**config.mk**
```make
export PLATFORM = sky130hd
export DESIGN_NAME = etapa_memoria_flat
export DESIGN_NICKNAME = d
export VERILOG_FILES = /design/src/rtl/etapa_memoria_if.sv /design/src/rtl/etapa_memoria.sv /design/src/flat_wrapper.sv
export SDC_FILE = /design/constraint.sdc
export NUM_CORES = 2
export LEC_CHECK = 0
export CAP_MARGIN = 20
export CORE_MARGIN = 2
export CORE_UTILIZATION = 45
export DETAILED_ROUTE_END_ITERATION = 8
export PLACE_DENSITY = 0.64
export SKIP_CTS_REPAIR_TIMING = 1
export SKIP_LAST_GASP = 1
export SLEW_MARGIN = 20
export SYNTH_ARGS = -nofsm -noshare
export SYNTH_HDL_FRONTEND = slang
export SYNTH_SLANG_ARGS = --single-unit
```
**constraint.sdc**
```tcl
create_clock -name clk -period 4.5 [get_ports clk]
set_input_delay 0.45 -clock clk [delete_from_list [all_inputs] [get_ports clk]]
set_output_delay 0.45 -clock clk [all_outputs]
set_load 0.05 [all_outputs]
```
**src/rtl/etapa_memoria_if.sv**
```systemverilog
// Handshake and data bundle between the ALU stage, the memory-access stage
// and the register-file write stage.
//   master : upstream/downstream side (drives request, observes response)
//   slave  : the memory-access stage (observes request, drives response)
//   Direccion/DatoEscritura/MemRead/MemWrite/Valido_in : request
//   Listo                                               : stage can accept
//   Resultado/Valido_out/Error/EsCarga                  : write-back response
interface etapa_memoria_if #(
    parameter int ANCHO = 32
);
    logic [ANCHO-1:0] Direccion;
    logic [ANCHO-1:0] DatoEscritura;
    logic             MemRead;
    logic             MemWrite;
    logic             Valido_in;
    logic             Listo;
    logic [ANCHO-1:0] Resultado;
    logic             Valido_out;
    logic             Error;
    logic             EsCarga;

    modport master (
        output Direccion, DatoEscritura, MemRead, MemWrite, Valido_in,
        input  Listo, Resultado, Valido_out, Error, EsCarga
    );

    modport slave (
        input  Direccion, DatoEscritura, MemRead, MemWrite, Valido_in,
        output Listo, Resultado, Valido_out, Error, EsCarga
    );
endinterface

```
**src/rtl/etapa_memoria.sv**
```systemverilog
// Memory-access stage behind the ALU. Each accepted request is either a word
// load, a word store into a PROFUNDIDAD x ANCHO data RAM, or a pass-through of
// the ALU result. The write-back value returns two cycles after acceptance
// with a one-cycle Valido_out pulse.
//   clk   : system clock, rising edge
//   rst_n : asynchronous active-low reset
//   bus   : etapa_memoria_if slave (request in, write-back response out)
//
// state     | meaning
// ----------+-------------------------------------------------------------
// LIBRE     | idle, Listo=1, captures a request on Valido_in
// ACCESO    | decodes captured request; RAM write / read on exiting edge
// RESPUESTA | Valido_out=1 for one cycle, then back to LIBRE
module etapa_memoria #(
    parameter int PROFUNDIDAD = 64,
    parameter int ANCHO       = 32
) (
    input logic           clk,
    input logic           rst_n,
    etapa_memoria_if.slave bus
);

    localparam int IDX_W = $clog2(PROFUNDIDAD);

    localparam logic [1:0] LIBRE     = 2'd0;
    localparam logic [1:0] ACCESO    = 2'd1;
    localparam logic [1:0] RESPUESTA = 2'd2;

    logic [1:0]       estado_q, estado_d;
    logic [ANCHO-1:0] dir_q, dir_d;
    logic [ANCHO-1:0] dato_q, dato_d;
    logic             mem_read_q, mem_read_d;
    logic             mem_write_q, mem_write_d;
    logic [ANCHO-1:0] resultado_q, resultado_d;
    logic             error_q, error_d;
    logic             es_carga_q, es_carga_d;

    logic [ANCHO-1:0] mem [PROFUNDIDAD];

    logic [IDX_W-1:0] indice;
    logic             falla;
    logic             escribir;

    assign indice = dir_q[IDX_W+1:2];
    // Range check is on the full address so upper bits cannot alias into RAM.
    assign falla  = (dir_q[1:0] != 2'b00) ||
                    (dir_q >= ANCHO'(4 * PROFUNDIDAD)) ||
                    (mem_read_q && mem_write_q);

    always_comb begin
        estado_d    = estado_q;
        dir_d       = dir_q;
        dato_d      = dato_q;
        mem_read_d  = mem_read_q;
        mem_write_d = mem_write_q;
        resultado_d = resultado_q;
        error_d     = error_q;
        es_carga_d  = es_carga_q;
        escribir    = 1'b0;

        case (estado_q)
            LIBRE: begin
                if (bus.Valido_in) begin
                    dir_d       = bus.Direccion;
                    dato_d      = bus.DatoEscritura;
                    mem_read_d  = bus.MemRead;
                    mem_write_d = bus.MemWrite;
                    estado_d    = ACCESO;
                end
            end
            ACCESO: begin
                estado_d = RESPUESTA;
                if (!mem_read_q && !mem_write_q) begin
                    resultado_d = dir_q;
                    error_d     = 1'b0;
                    es_carga_d  = 1'b0;
                end else if (falla) begin
                    resultado_d = '0;
                    error_d     = 1'b1;
                    es_carga_d  = mem_read_q;
                end else if (mem_read_q) begin
                    resultado_d = mem[indice];
                    error_d     = 1'b0;
                    es_carga_d  = 1'b1;
                end else begin
                    escribir    = 1'b1;
                    resultado_d = dir_q;
                    error_d     = 1'b0;
                    es_carga_d  = 1'b0;
                end
            end
            RESPUESTA: begin
                estado_d = LIBRE;
            end
            default: begin
                estado_d = LIBRE;
            end
        endcase
    end

    always_ff @(posedge clk or negedge rst_n) begin
        if (!rst_n) begin
            estado_q    <= LIBRE;
            dir_q       <= '0;
            dato_q      <= '0;
            mem_read_q  <= 1'b0;
            mem_write_q <= 1'b0;
            resultado_q <= '0;
            error_q     <= 1'b0;
            es_carga_q  <= 1'b0;
        end else begin
            estado_q    <= estado_d;
            dir_q       <= dir_d;
            dato_q      <= dato_d;
            mem_read_q  <= mem_read_d;
            mem_write_q <= mem_write_d;
            resultado_q <= resultado_d;
            error_q     <= error_d;
            es_carga_q  <= es_carga_d;
        end
    end

    // RAM has no reset; an asserted rst_n forces LIBRE, which blocks the write.
    always_ff @(posedge clk) begin
        if (escribir) begin
            mem[indice] <= dato_q;
        end
    end

    // Decoded straight from state so reset clears Valido_out asynchronously.
    assign bus.Listo      = (estado_q == LIBRE);
    assign bus.Valido_out = (estado_q == RESPUESTA);
    assign bus.Resultado  = resultado_q;
    assign bus.Error      = error_q;
    assign bus.EsCarga    = es_carga_q;

endmodule

```
**src/flat_wrapper.sv**
```systemverilog
// flat-port wrapper written by rule: the top's interface ports become plain ports
module etapa_memoria_flat 
#(
    parameter int PROFUNDIDAD = 64,
    parameter int ANCHO       = 32
)
  (clk, rst_n, bus_Direccion, bus_DatoEscritura, bus_MemRead, bus_MemWrite, bus_Valido_in, bus_Listo, bus_Resultado, bus_Valido_out, bus_Error, bus_EsCarga);
  etapa_memoria_if #(.ANCHO(ANCHO)) bus_i ();
  input logic clk;
  input logic rst_n;
  input wire logic [$bits(bus_i.Direccion)-1:0] bus_Direccion;
  input wire logic [$bits(bus_i.DatoEscritura)-1:0] bus_DatoEscritura;
  input wire logic [$bits(bus_i.MemRead)-1:0] bus_MemRead;
  input wire logic [$bits(bus_i.MemWrite)-1:0] bus_MemWrite;
  input wire logic [$bits(bus_i.Valido_in)-1:0] bus_Valido_in;
  output wire logic [$bits(bus_i.Listo)-1:0] bus_Listo;
  output wire logic [$bits(bus_i.Resultado)-1:0] bus_Resultado;
  output wire logic [$bits(bus_i.Valido_out)-1:0] bus_Valido_out;
  output wire logic [$bits(bus_i.Error)-1:0] bus_Error;
  output wire logic [$bits(bus_i.EsCarga)-1:0] bus_EsCarga;
  assign bus_i.Direccion = bus_Direccion;
  assign bus_i.DatoEscritura = bus_DatoEscritura;
  assign bus_i.MemRead = bus_MemRead;
  assign bus_i.MemWrite = bus_MemWrite;
  assign bus_i.Valido_in = bus_Valido_in;
  assign bus_Listo = bus_i.Listo;
  assign bus_Resultado = bus_i.Resultado;
  assign bus_Valido_out = bus_i.Valido_out;
  assign bus_Error = bus_i.Error;
  assign bus_EsCarga = bus_i.EsCarga;
  etapa_memoria #(.PROFUNDIDAD(PROFUNDIDAD), .ANCHO(ANCHO)) u_core (.clk(clk), .rst_n(rst_n), .bus(bus_i));
endmodule
```
==> impl_metrics.toml <==
[synthesis]
synth_common_cells = "2,048 x edfxtp_1, 555 x o22ai_1, 174 x mux2_2"
yosysMostFrequentCell = "edfxtp_1"
syn_area_per_cell_sq_um = 17.5
synth_edf_count = 2048
synth.area.top_cells = "edfxtp_1 75%, o22ai_1 4.2%, dfrtp_1 3.1%"
yosysWarnings = 0
synth_ff_type = "edfxtp_1"
synthDistinctLibCells = 65
ys_ff_latch = 2150
syn_area_sq_um = 82000
ys_async_sr_fraction = 0.0474
synth-seq-area-share = 0.781
synth_top_cell_area_share = 0.750
yosys.area.top_type = "edfxtp_1"
synth_nets = 4752
synth_cells = 4683

[die]
fp-row-count = 156
die-area_sq_um = 186000
dieHeight_um = 431
start_util = 0.453
ioPinCount = 105
die_w_um = 431
core_area_sq_um = 181000

[setup_path]
r2r_end = "u_core.mem[40][28]$_DFFE_PP_"
r2r_setup_slack_ps = 380
startpoint_type = "flop"
end_kind = "flop"
required_ps = 5080
cp.arrival_ps = 4700
crit_path_cell_trace = "nor4_1, buf_4, nand4_1, nor4_2, and3b_1, nand2_1, buf_12, nor2_4, buf_12"
cpMostUsedCell = "buf_12"
cpMaxStageDelayCell = "nor4_2"
crit_fanout = 11
cp_slowest_stage_delay_ps = 790
r2r_start = "u_core.dir_q[25]$_DFFE_PN0P_"
crit_type = "flop to flop"
ff2ff_path_depth = 9

[final_layout]
final_nets = 5035
fin_util = 0.527
drive_gt1_frac = 0.197
syn_to_final_growth_pct = 16.3

[routing]
via_per_inst = 6.61
routed_wl_um = 266000
drtPass1Iterations = 6
drtAntennaViolNets = 0
via_count = 49800
wl_per_cell_um = 35.4
first_iter_violations = 8671
drc = 0

[worst_hold_path]
hp-class = "primary input to asynchronous set/reset pin"

[timing]
fmax_ghz = 0.243
fin_tns_setup_ps = 0
skew_ps = 52.3
slew_headroom = 0.230
hold_viol_final = 0
finalCriticalPeriod_ps = 4120
worst_pin_slew_ps = 1150
grt_setup_unrepaired = "false"
drv_slew = 0
period_share = 0.915
setup_violations = 0

[run_status]
status = "completed"

[pwr]
max-vdd-ir-drop_v = 0.000367
leakage_uw = 0.0298
p_per_area_nw_per_um2 = 550

[placement]
routabilityCongestion = 0.987
dp_hpwl_um = 168000
numPortBuffers = 104

[global_routing]
antenna_found_initial = 23
grt_max_degree = 119
grt_overflow = 0
grt_pass1_vias = 46800
grt.total_usage = 0.283
grt_pass1_wl_um = 369000

[clocking]
cts_made_buffers = 206
cts_tree = "yes"
clock_sinks = 2150
clockBufferDepth = 3
root_buffer = "clkbuf_16"
clk_latency_ps = 890
path_clk_slew_ps = 70
htreeDepth = 4

[run]
maxCapViolCount = 0
-- power breakdown --
group          switching [uW]  internal (uW)
Combinational            7230           3180
Sequential               1480          23600
Clock                    7540           9450
Total                   16300          36200
-- registers in the layout (all words and copies together), names as in the netlist --
register and flops:
u_core.estado_q 2, u_core.bus.Resultado 32, u_core.dir_q 32, u_core.bus.EsCarga 1
u_core.bus.Error 1, u_core.mem_read_q 1, u_core.mem_write_q 1, u_core.mem 2048
u_core.dato_q 32
-- cells by family (layout without fill, tap and decap cells) --
kind of cell | Yosys count | count (layout) | share of synthesized area
other cells | 0 | 17 | 0
mux | 322 | 322 | 0.0554
simple gates | 650 | 650 | 0.0440
buf+inv | 359 | 816 | 0.0189
compound gates | 1202 | 1202 | 0.101
flops | 2150 | 2150 | 0.781
-- critical path: cells and delay by family, from the launching register on --
kind                   cells  cell delay (ps)
buffers and inverters      3              660
and+or+nand+nor            6             2730
DFF                        1              400
-- worst max path at each step --
| stage | end | slack, ps | start |
|---|---|---|---|
| CTS | u_core.mem[40][6]$_DFFE_PP_ | 420 | u_core.dir_q[25]$_DFFE_PN0P_ |
| detailed placement | u_core.mem[40][9]$_DFFE_PP_ | 450 | u_core.dir_q[25]$_DFFE_PN0P_ |
| global placement | u_core.mem[40][13]$_DFFE_PP_ | 20 | u_core.dir_q[24]$_DFFE_PN0P_ |
| finish | u_core.mem[40][28]$_DFFE_PP_ | 380 | u_core.dir_q[25]$_DFFE_PN0P_ |
| floorplan | u_core.mem[51][0]$_DFFE_PP_ | 570 | u_core.dir_q[3]$_DFFE_PN0P_ |
| global route | u_core.mem[40][6]$_DFFE_PP_ | 370 | u_core.dir_q[25]$_DFFE_PN0P_ |
-- per-layer routing --
| metal | track usage | up-vias | routed length (um) |
|---|---|---|---|
| met5 | 0 | - | 92 |
| met1 | 0.387 | 25500 | 98700 |
| met3 | 0.0592 | 600 | 30800 |
| met4 | 0.157 | 14 | 17000 |
| li1 | - | 20100 | - |
| met2 | 0.423 | 3607 | 120000 |
-- cell usage in the layout (no fill, tap or decap), types with 31 or more instances in the layout --
cell	synthesis	final
buf_12	0	77
edfxtp_1	2048	2048
o21ai_0	116	116
nor2_4	0	65
clkbuf_1	165	68
a22oi_1	161	161
a21oi_1	69	69
nand3_1	44	43
nand4_1	48	48
clkdlybuf4s50_1	0	103
buf_4	13	244
o22ai_1	555	555
nand2_1	92	90
mux2i_1	60	60
mux2_2	174	174
nor2b_1	37	36
nor3b_1	46	44
mux4_2	88	88
nor2_1	155	87
and3b_1	44	44
dfrtp_1	102	66
nor3_1	71	70
clkinv_1	0	31
clkbuf_16	0	209
o22a_1	47	47
o221ai_1	115	115
-- metrics by stage --
| step | setup WS, ps | hold WS (ps) | total power [uW] | std cells | cell area (sq um) |
|---|---|---|---|---|---|
| CTS | 423 | -416 | 52400 | 7509 | 95300 |
| detailed placement | 451 | 486 | 35600 | 7127 | 88700 |
| global placement | 18.7 | 488 | 35500 | 7127 | 88700 |
| floorplan | 566 | 154 | 29900 | 4683 | 82000 |
| finish | 384 | 132 | 52500 | 7527 | 95400 |
| global route | 369 | 161 | 53600 | 7524 | 95400 |
-- cell type report --
class | count | area [sq um]
Tap cell | 2370 | 2970
Clock buffer | 296 | 5750
Multi-Input combinational cell | 2174 | 17100
Sequential cell | 2150 | 64200
Clock inverter | 86 | 903
Timing Repair Buffer | 426 | 4430
Inverter | 8 | 30.0
Fill cell | 14100 | 85600
Antenna cell | 17 | 42.5
Power figures use the tool's default switching activity.
